===== src/rtl/pwm_dual_motors_pkg.sv =====
// Shared definitions for the dual-motor PWM bridge driver.
// Holds the one-hot direction codes, the per-side command encoding, the per-side FSM
// state encoding and the bridge pin encoding helper.
package pwm_dual_motors_pkg;

  // One-hot direction command from the upstream decoder.
  localparam logic [4:0] FORWARD  = 5'b00001;
  localparam logic [4:0] BACKWARD = 5'b00010;
  localparam logic [4:0] LEFT     = 5'b00100;
  localparam logic [4:0] RIGHT    = 5'b01000;
  localparam logic [4:0] STOP     = 5'b10000;

  // Per-side motor command.
  typedef enum logic [1:0] {
    CMD_OFF = 2'd0,
    CMD_FWD = 2'd1,
    CMD_REV = 2'd2
  } side_cmd_e;

  // Per-side FSM state; StOff must stay at zero so reset lands in it.
  typedef enum logic [1:0] {
    StOff  = 2'd0,
    StFwd  = 2'd1,
    StRev  = 2'd2,
    StDead = 2'd3
  } motor_state_e;

  // Bridge pins {hi, lo}: forward drives lo, reverse drives hi, everything else floats low.
  function automatic logic [1:0] pin_enc(motor_state_e s);
    logic [1:0] p;
    p = 2'b00;
    if (s == StFwd) begin
      p = 2'b01;
    end else if (s == StRev) begin
      p = 2'b10;
    end
    return p;
  endfunction

endpackage


===== src/rtl/pwm_dual_motors_motor_channel.sv =====
// One bridge side: direction FSM with reversal dead-time, duty ramp and registered pins.
// Ports:
//   clk_i      clock
//   rst_i      synchronous active-high reset
//   cmd_i      per-side command (off / forward / reverse)
//   speed_i    target duty, only looked at on wrap_i
//   wrap_i     last clock of a PWM period
//   pwm_cnt_i  shared PWM counter
//   pins_o     bridge inputs {hi, lo}
//   en_o       PWM enable
//   dead_o     high while the side sits in dead-time
module motor_channel
  import pwm_dual_motors_pkg::*;
#(
  parameter int unsigned PWM_BITS    = 8,
  parameter int unsigned DEAD_CYCLES = 125000,
  parameter int unsigned RAMP_STEP   = 4
) (
  input  logic                clk_i,
  input  logic                rst_i,
  input  side_cmd_e           cmd_i,
  input  logic [PWM_BITS-1:0] speed_i,
  input  logic                wrap_i,
  input  logic [PWM_BITS-1:0] pwm_cnt_i,
  output logic [1:0]          pins_o,
  output logic                en_o,
  output logic                dead_o
);

  localparam int unsigned DeadW = (DEAD_CYCLES > 1) ? $clog2(DEAD_CYCLES) : 1;
  localparam int unsigned SumW  = PWM_BITS + 2;
  localparam logic [DeadW-1:0]    DeadLoad = DeadW'(DEAD_CYCLES - 1);
  localparam logic [SumW-1:0]     StepW    = SumW'(RAMP_STEP);
  localparam logic [PWM_BITS-1:0] StepN    = PWM_BITS'(RAMP_STEP);

  motor_state_e        state_q, state_d;
  motor_state_e        pending_q, pending_d;
  motor_state_e        cmd_state;
  logic [DeadW-1:0]    dead_cnt_q, dead_cnt_d;
  logic [PWM_BITS-1:0] duty_q, duty_d;
  logic [PWM_BITS-1:0] ramped;
  logic [PWM_BITS-1:0] dn_n;
  logic [SumW-1:0]     duty_w, speed_w, up_w;
  logic [1:0]          pins_q;
  logic                en_q, dead_q;

  always_comb begin
    cmd_state = StOff;
    if (cmd_i == CMD_FWD) begin
      cmd_state = StFwd;
    end else if (cmd_i == CMD_REV) begin
      cmd_state = StRev;
    end
  end

  // Ramp math is done wider than the duty so a step can never wrap past 0 or full scale.
  assign duty_w  = SumW'(duty_q);
  assign speed_w = SumW'(speed_i);
  assign up_w    = duty_w + StepW;
  assign dn_n    = duty_q - StepN;

  always_comb begin
    ramped = duty_q;
    if (duty_w < speed_w) begin
      ramped = (up_w > speed_w) ? speed_i : up_w[PWM_BITS-1:0];
    end else if (duty_w > speed_w) begin
      // dn_n is only taken when duty >= speed + step, so it cannot underflow.
      ramped = (duty_w < speed_w + StepW) ? speed_i : dn_n;
    end
  end

  always_comb begin
    state_d    = state_q;
    pending_d  = pending_q;
    dead_cnt_d = dead_cnt_q;
    duty_d     = duty_q;
    unique case (state_q)
      StOff: begin
        if (cmd_state != StOff) begin
          state_d = cmd_state;
          duty_d  = '0;
        end
      end
      StFwd, StRev: begin
        if (cmd_state == StOff) begin
          state_d = StOff;
          duty_d  = '0;
        end else if (cmd_state == state_q) begin
          if (wrap_i) begin
            duty_d = ramped;
          end
        end else begin
          state_d    = StDead;
          pending_d  = cmd_state;
          dead_cnt_d = DeadLoad;
          duty_d     = '0;
        end
      end
      StDead: begin
        if (cmd_state == StOff) begin
          state_d = StOff;
          duty_d  = '0;
        end else if (cmd_state != pending_q) begin
          // Reversed again mid dead-time: restart the full interval.
          pending_d  = cmd_state;
          dead_cnt_d = DeadLoad;
        end else if (dead_cnt_q == '0) begin
          state_d = pending_q;
          duty_d  = '0;
        end else begin
          dead_cnt_d = dead_cnt_q - 1'b1;
        end
      end
    endcase
  end

  always_ff @(posedge clk_i) begin
    if (rst_i) begin
      state_q    <= StOff;
      pending_q  <= StOff;
      dead_cnt_q <= '0;
      duty_q     <= '0;
      pins_q     <= 2'b00;
      en_q       <= 1'b0;
      dead_q     <= 1'b0;
    end else begin
      state_q    <= state_d;
      pending_q  <= pending_d;
      dead_cnt_q <= dead_cnt_d;
      duty_q     <= duty_d;
      // Pins follow the registered state, giving a two-edge command-to-pin latency.
      pins_q     <= pin_enc(state_q);
      en_q       <= ((state_q == StFwd) || (state_q == StRev)) && (pwm_cnt_i < duty_q);
      dead_q     <= (state_q == StDead);
    end
  end

  assign pins_o = pins_q;
  assign en_o   = en_q;
  assign dead_o = dead_q;

endmodule


===== src/rtl/pwm_dual_motors.sv =====
// Dual H-bridge driver with PWM speed, duty ramping, reversal dead-time and turn modes.
// Ports:
//   clk_125mhz  system clock
//   reset       synchronous active-high reset
//   direction   one-hot command: FWD, BWD, LEFT, RIGHT, STOP
//   speed       target duty for both sides
//   in[4:1]     bridge inputs, side A = in[2:1], side B = in[4:3]
//   en[2:1]     PWM enables, en[1] side A, en[2] side B
//   dead[2:1]   per-side dead-time indicator
module pwm_dual_motors
  import pwm_dual_motors_pkg::*;
#(
  parameter int unsigned PWM_BITS     = 8,
  parameter int unsigned PWM_PRESCALE = 49,
  parameter int unsigned DEAD_CYCLES  = 125000,
  parameter int unsigned RAMP_STEP    = 4,
  parameter int unsigned TURN_MODE    = 0
) (
  input  logic                clk_125mhz,
  input  logic                reset,
  input  logic [4:0]          direction,
  input  logic [PWM_BITS-1:0] speed,
  output logic [4:1]          in,
  output logic [2:1]          en,
  output logic [2:1]          dead
);

  localparam int unsigned PresW = (PWM_PRESCALE > 0) ? $clog2(PWM_PRESCALE + 1) : 1;
  localparam logic [PresW-1:0] PresMax = PresW'(PWM_PRESCALE);

  logic [PresW-1:0]    presc_q, presc_d;
  logic [PWM_BITS-1:0] pwm_cnt_q, pwm_cnt_d;
  logic                tick, wrap;
  side_cmd_e           cmd_a, cmd_b;
  logic [1:0]          pins_a, pins_b;
  logic                en_a, en_b, dead_a, dead_b;

  assign tick      = (presc_q == PresMax);
  assign presc_d   = tick ? '0 : presc_q + 1'b1;
  assign pwm_cnt_d = tick ? pwm_cnt_q + 1'b1 : pwm_cnt_q;
  assign wrap      = tick && (&pwm_cnt_q);

  always_ff @(posedge clk_125mhz) begin
    if (reset) begin
      presc_q   <= '0;
      pwm_cnt_q <= '0;
    end else begin
      presc_q   <= presc_d;
      pwm_cnt_q <= pwm_cnt_d;
    end
  end

  // Non-one-hot and zero commands fall through to both sides off.
  always_comb begin
    cmd_a = CMD_OFF;
    cmd_b = CMD_OFF;
    unique case (direction)
      FORWARD: begin
        cmd_a = CMD_FWD;
        cmd_b = CMD_FWD;
      end
      BACKWARD: begin
        cmd_a = CMD_REV;
        cmd_b = CMD_REV;
      end
      LEFT: begin
        cmd_a = (TURN_MODE != 0) ? CMD_REV : CMD_OFF;
        cmd_b = CMD_FWD;
      end
      RIGHT: begin
        cmd_a = CMD_FWD;
        cmd_b = (TURN_MODE != 0) ? CMD_REV : CMD_OFF;
      end
      default: begin
        cmd_a = CMD_OFF;
        cmd_b = CMD_OFF;
      end
    endcase
  end

  motor_channel #(
    .PWM_BITS    (PWM_BITS),
    .DEAD_CYCLES (DEAD_CYCLES),
    .RAMP_STEP   (RAMP_STEP)
  ) u_side_a (
    .clk_i     (clk_125mhz),
    .rst_i     (reset),
    .cmd_i     (cmd_a),
    .speed_i   (speed),
    .wrap_i    (wrap),
    .pwm_cnt_i (pwm_cnt_q),
    .pins_o    (pins_a),
    .en_o      (en_a),
    .dead_o    (dead_a)
  );

  motor_channel #(
    .PWM_BITS    (PWM_BITS),
    .DEAD_CYCLES (DEAD_CYCLES),
    .RAMP_STEP   (RAMP_STEP)
  ) u_side_b (
    .clk_i     (clk_125mhz),
    .rst_i     (reset),
    .cmd_i     (cmd_b),
    .speed_i   (speed),
    .wrap_i    (wrap),
    .pwm_cnt_i (pwm_cnt_q),
    .pins_o    (pins_b),
    .en_o      (en_b),
    .dead_o    (dead_b)
  );

  assign in   = {pins_b, pins_a};
  assign en   = {en_b, en_a};
  assign dead = {dead_b, dead_a};

endmodule

===== config.mk =====
export PLATFORM = sky130hd
export DESIGN_NAME = pwm_dual_motors
export DESIGN_NICKNAME = d
export VERILOG_FILES = /design/src/rtl/pwm_dual_motors_pkg.sv /design/src/rtl/pwm_dual_motors_motor_channel.sv /design/src/rtl/pwm_dual_motors.sv
export SDC_FILE = /design/constraint.sdc
export NUM_CORES = 1
export LEC_CHECK = 0
export ABC_AREA = 0
export CAP_MARGIN = 25
export CORE_MARGIN = 3
export CORE_UTILIZATION = 35
export CTS_CLUSTER_DIAMETER = 50
export CTS_CLUSTER_SIZE = 10
export DETAILED_ROUTE_END_ITERATION = 16
export HOLD_SLACK_MARGIN = 0.08
export MAX_ROUTING_LAYER = met4
export PLACE_DENSITY = 0.53
export SYNTH_ARGS = -nofsm -noshare
export SYNTH_HDL_FRONTEND = slang
export SYNTH_SLANG_ARGS = --single-unit

===== constraint.sdc =====
create_clock -name clk_125mhz -period 5.85 [get_ports clk_125mhz]
set_input_delay 1.4625 -clock clk_125mhz [delete_from_list [all_inputs] [get_ports clk_125mhz]]
set_output_delay 1.4625 -clock clk_125mhz [all_outputs]
set_load 0.05 [all_outputs]

# Yosys cells after proc, flatten, opt, wreduce, memory -nomap -nowiden
# Index checks and enable logic that the tools add are counted.
# totals
output_inout_bits,8
word_cells,179
ff_bits,80
input_bits,15
# op_classes
n_lt_le_gt_ge,10
eq_ne,41
n_reduce_logical,31
mux,70
addsub,9
# ops
cell,n
$mux 8,22
$mux 17,10
$pmux 17 s2,2
$mux 2,26
$pmux 8 s3,2
$logic_not 17->1,2
$sub 17x1->17 const B,2
$lt 8x8->1,4
$reduce_and 5->1,6
$add 8x3->9 const B,3
$gt 10x8->1,2
$lt 8x10->1,2
$ne 3x2->1 const B,6
$gt 8x8->1,2
$pmux 2 s2,4
$sub 8x3->8 const B,2
$reduce_or 2->1,7
$eq 2x2->1 const B,6
$ne 2x2->1 const B,6
$pmux 2 s3,2
$ne 5x2->1 const B,2
$add 8x1->8 const B,1
$eq 2x1->1 const B,4
$logic_not 2->1,4
other kinds (18),32

# Logic depth before layout (Yosys ltp)
# depth
word_depth,10
mapped_depth,13
mapped_depth_nobuf,13

# Cells and area by module
# Synthesis repeated with hierarchy kept, for this count alone.
# unflattened
cells_unflattened,723
hier_area_um2,6018.3
# by_module_without_submodules
module,area_each_um2,seq_area_each_um2,n_inst,cells_each
motor_channel (u_side_a),2688.8,660.6,1,330
motor_channel (u_side_b),2613.8,660.6,1,310
pwm_dual_motors,715.7,280.3,1,83

# Least setup slack after synthesis
# No wires, ideal clock.
# synth_timing
path_kind,input port to flip-flop
startpoint,in direction[2]
endpoint,reg u_side_a.duty_q[5]
cell_stages,8
slack_ns,2.016
t_required_ns,5.792
arrival_ns,3.776
setup_time_ns,0.058
path_cell_list,or4_1 -> ha_1 -> xnor2_1 -> nand4_1 -> a2111oi_0 -> o311ai_0 -> a2111oi_2 -> o22a_1
# synth_between
elab_chain_len,10
word_cells_on_any_way,23
# synth_rtl
item,line_no,rtl
"start, declared",pwm_dual_motors.sv:21,"input logic [4:0] direction,"
$eq 5x1->1 or $eq 5x4->1 (tied branches),pwm_dual_motors.sv:57,unique case (direction)
$reduce_or 2->1 (no line),n/a,
$pmux 2 s2 *,pwm_dual_motors.sv:57,
$eq 2x2->1,pwm_dual_motors_motor_channel.sv:51,end else if (cmd_i == CMD_REV) begin
$mux 2,pwm_dual_motors_motor_channel.sv:51,
$mux 2 *,pwm_dual_motors_motor_channel.sv:49,if (cmd_i == CMD_FWD) begin
net u_side_a.cmd_state[1],pwm_dual_motors_motor_channel.sv:38,motor_state_e cmd_state;
$eq 2x2->1,pwm_dual_motors_motor_channel.sv:88,end else if (cmd_state == state_q) begin
$mux 8,pwm_dual_motors_motor_channel.sv:88,
$mux 8,pwm_dual_motors_motor_channel.sv:85,if (cmd_state == StOff) begin
$pmux 8 s3,pwm_dual_motors_motor_channel.sv:77,unique case (state_q)
"end signal, assigned",pwm_dual_motors_motor_channel.sv:130,duty_q <= duty_d;
"end, declared",pwm_dual_motors_motor_channel.sv:40,"logic [PWM_BITS-1:0] duty_q, duty_d;"
# The timed path passes the listed nets; every way through them passes the cells marked *.
# A chain may end at the register's enable or synchronous reset.

# Worst setup path after layout
# layout_timing
startpoint,in direction[0]
endpoint,reg u_side_b.dead_cnt_q[13]
# layout_between
elab_chain_len,10
word_cells_on_any_way,20
# layout_rtl
item,line_no,rtl
$eq 5x3->1 or $eq 5x1->1 (tied branches),pwm_dual_motors.sv:57,
$reduce_or 2->1 (no line),n/a,
$pmux 2 s2 *,pwm_dual_motors.sv:57,
$eq 2x2->1,pwm_dual_motors_motor_channel.sv:51,
$mux 2,pwm_dual_motors_motor_channel.sv:51,
$mux 2 *,pwm_dual_motors_motor_channel.sv:49,
net u_side_b.cmd_state[1],pwm_dual_motors_motor_channel.sv:38,
$ne 2x2->1,pwm_dual_motors_motor_channel.sv:103,end else if (cmd_state != pending_q) begin
$mux 17,pwm_dual_motors_motor_channel.sv:103,
$mux 17,pwm_dual_motors_motor_channel.sv:100,if (cmd_state == StOff) begin
$pmux 17 s2,pwm_dual_motors_motor_channel.sv:77,
"end signal, assigned",pwm_dual_motors_motor_channel.sv:129,dead_cnt_q <= dead_cnt_d;
"end, declared",pwm_dual_motors_motor_channel.sv:39,"logic [DeadW-1:0] dead_cnt_q, dead_cnt_d;"
# The timed path passes the listed nets; every way through them passes the cells marked *. The select of a mux whose other input is x is not followed.

==> summary.txt <==
Outcome
  – Status: complete, no violations

STA
  – Worst Max-Slew Pin Slew: 0.9669 ns
  – Unrepaired setup endpoints after global routing: false
  – Final Max Slew Viols: 0
  – Fin Setup TNS: 0 ns
  – Peak Freq: 211.3 MHz
  – Final period utilization: about four fifths
  – Final setup viols: 0
  – Layout Skew: 0.005985 ns
  – Final Hold Violating Endpoints: 0
  – Tmin final: 4.733 ns
  – Slew Limit Headroom: 35.54%

Cells and area
  – Utilization after layout: 40.58%
  – Reg area: approximately 1600 um2
  – Nets: 797
  – Fillers: 1643
  – Synth-to-Final Area Change: 12.31%
  – Multi-input logic area: 3914 um2
  – Layout cell share with drive strength beyond 1: ~5.2%
  – ANT cells: 0

Logic synthesis
  – Sequential share of the synthesized area: around 28%
  – Mapped Nets: 783
  – Top cells by area, synth: dfxtp_1 28%, ha_1 17%, xnor2_1 5.8%, a21oi_1 4.2%, nor2_1 4.0%
  – Post-synthesis simple-gate area fraction: approximately 21%
  – Post-synth EDFFs: 0
  – Ys flop type: dfxtp_1
  – Post-Synthesis Cells: 691
  – Distinct cell type count of the synthesized netlist: 63
  – Synthesis Warnings: 0
  – Cell Area, Synth: 5782 um2
  – Post-Synth XOR/XNOR Area: under 10%
  – Most common cell in the netlist: dfxtp_1
  – Synth top area share: 27.70%
  – Mean Syn Cell Area: roughly 8.4 um2
  – Cell accounting for the most synthesized area: dfxtp_1
  – Top cells by count, synth: 80 x dfxtp_1, 77 x ha_1, 61 x nor2_1, 48 x a21oi_1, 42 x inv_1
  – Post-synthesis adder-cell area fraction: 16.66%
  – Mux share of post-synthesis cell area: 1.904%
  – Synth Area in Compound Gates: between 10% and 20%
  – Register bit total from synthesis: 80
  – Combinational family with the most area after synthesis: simple AND/OR/NAND/NOR gates
  – Asr flop ratio synth: 0%

Setup path
  – CP Buf/Inv Count: 2
  – Capturing point of the worst reg2reg path: u_side_a.duty_q[5]$_SDFFE_PP0P_
  – Crit path DAT: 5.00 ns
  – CP max FO: 13
  – Critical Path Stages: 12
  – Startpoint Class: input pin
  – Slowest CP cell: a21oi_1
  – Max stage delay on crit path: 0.80 ns
  – Top delay family on crit path: compound AO/OA/AOI/OAI gates
  – WP data required: slightly above 6 ns
  – Reg2Reg Setup Slack: 2.40 ns
  – WS Path Type: in2reg
  – Worst r2r path cells: 13
  – Worst setup path end: u_side_b.dead_cnt_q[13]$_SDFFE_PP0P_
  – Crit. Startpoint: direction[0]
  – Crit. End Element: register
  – Worst path cell trace: clkdlybuf4s50_1, xnor2_1, nor4_1, inv_1, ha_1, xnor2_1, a31oi_1, o21bai_1, a21oi_1, nand2_1, or4_1, a31oi_1
  – Origin of the critical flop-to-flop path: u_side_a.duty_q[4]$_SDFFE_PP0P_

Pwr
  – Net Sw Frac: 40.57%
  – Power share of the combinational group: 44.8%
  – Peak VDD IR: just under 0.0002 V
  – Pwr/cell area: 385.8 nW/um2
  – Leakage: between 0.002 and 0.003 uW
  – Sequential share of power: between 30% and 40%
  – Int Pwr: 1489 uW
  – Psw: between 1000 and 1500 uW
  – Clock share of power: approximately a quarter

Global routing
  – Initial antenna violation count: 0
  – All-Layer GR Usage: 17.14%
  – Remaining Overflow, GRT: 0
  – Largest net degree at the start of global routing: 56
  – First-pass GRT wire length: 24810 um
  – Number of global-route vias before repair: 5038

Routing
  – Total wire length: 14630 um
  – WL/cell: ~16 um
  – DRC: 0
  – Post-route ant nets: 0
  – Vias after detailed routing: 5043
  – Starting DRT DRC Count: ~430
  – DRT Pass-1 Iters: 5
  – Vias per inst: 5.446

Clocking
  – Root buf cell: clkbuf_16
  – Clk_lat worst skew: 0.34 ns
  – Setup Buffers After CTS: 0
  – CTS tree: yes
  – Hold buffers post-CTS: 0
  – Resized Gates After CTS: 0
  – TritonCTS Buffers: 9
  – # H-tree levels: 3
  – Sink Count: 80
  – Clk slew on worst S/H paths: 0.06 ns
  – Longest Clk Path Bufs: 2

Floorplanning
  – IO Pins: 23
  – DIE WIDTH: 134.5 um
  – DIE AREA: 18100 um2
  – Initial Utilization: 36.14%
  – Placeable Area: 16000 um2
  – Die Ht: 134.5 um
  – Std-Cell Rows: 46

Placement
  – Final GP Congestion: 0.8895
  – DP HPWL: 11010 um
  – PortBufs: 22

Flow run
  – # Max-Cap Violations: 0

Hold path
  – Worst hold path class: reg2reg
  – WHS Path Cells: 1
  – Hold path start: presc_q[0]$_SDFF_PP0_
[power by group through the flow]
| stage | clock network [uW] | logic (uW) | registers, uW |
|---|---|---|---|
| 6_report | 607 | 1120 | 776 |
| 2_1_floorplan | 0 | 903 | 776 |
| 5_1_grt | 647 | 1260 | 796 |
| 3_3_place_gp | 0 | 1090 | 783 |
| 4_1_cts | 626 | 1120 | 775 |
| 3_5_place_dp | 0 | 1110 | 786 |
[cells in the final DEF (no fill, tap or decap), types with 21 or more instances in the layout]
cell,instances
dfxtp_1,80
nor3_1,25
inv_1,42
clkdlybuf4s50_1,21
a21oi_1,48
xnor2_1,38
o21ai_0,23
ha_1,77
nand3_1,29
nor2_1,61
nand2_1,37
[stage by stage]
| stage | hold WS [ns] | power, uW | cell area [um2] | instances | setup WS (ns) |
|---|---|---|---|---|---|
| after floorplan | 0.4295 | 1680 | 5782 | 691 | 2.016 |
| after global placement | 0.4481 | 1875 | 6173 | 910 | 0.8752 |
| after detailed placement | 0.4548 | 1897 | 6173 | 910 | 0.8265 |
| after CTS | 0.4696 | 2524 | 6494 | 926 | 1.178 |
| after global routing | 0.4765 | 2701 | 6494 | 926 | 0.7050 |
| final | 0.4692 | 2505 | 6494 | 926 | 1.117 |
[sequential cells by signal, summed over array words and instances (netlist names)]
signal / flops
u_side_a.dead_cnt_q: 17
u_side_b.dead_cnt_q: 17
pwm_cnt_q: 8
u_side_a.duty_q: 8
u_side_b.duty_q: 8
presc_q: 6
u_side_a.pending_q: 2
u_side_a.pins_o: 2
u_side_a.state_q: 2
u_side_b.pending_q: 2
u_side_b.pins_o: 2
u_side_b.state_q: 2
u_side_a.dead_o: 1
u_side_a.en_o: 1
u_side_b.dead_o: 1
u_side_b.en_o: 1
[kinds of logic (layout without fill, tap and decap cells)]
| logic type | Yosys count | in the layout |
|---|---|---|
| DFF | 80 | 80 |
| adders and majority gates | 77 | 77 |
| and+or+nand+nor | 240 | 240 |
| xor gates and xnor gates | 55 | 55 |
| muxes | 11 | 11 |
| AOI/OAI and AO/OA | 165 | 165 |
| buffers and inverters | 63 | 82 |
[how the worst min path moves through the flow]
stage / slack, ns / endpoint
3_3_place_gp: 0.45 / presc_q[0]$_SDFF_PP0_
2_1_floorplan: 0.43 / presc_q[0]$_SDFF_PP0_
3_5_place_dp: 0.45 / presc_q[0]$_SDFF_PP0_
5_1_grt: 0.48 / presc_q[0]$_SDFF_PP0_
6_report: 0.47 / presc_q[0]$_SDFF_PP0_
4_1_cts: 0.47 / presc_q[0]$_SDFF_PP0_
[per-layer routing]
metal  vias to the layer above  global-route usage (%)  wire length (um)
li1                       2544                       -                 -
met1                      2392                   21.22              6928
met2                        86                   28.99              7037
met3                        21                   2.757               419
met4                         0                   4.921               241
met5                         -                       -                 0
[layout make-up]
type / instances / area share (%)
Clock inverter: 7 / 1.464
Clock buffer: 9 / 3.468
Tap cell: 216 / 4.162
Multi-Input combinational cell: 548 / 60.27
Timing Repair Buffer: 24 / 3.545
Sequential cell: 80 / 24.66
Inverter: 42 / 2.428
Power figures use the tool's default switching activity.
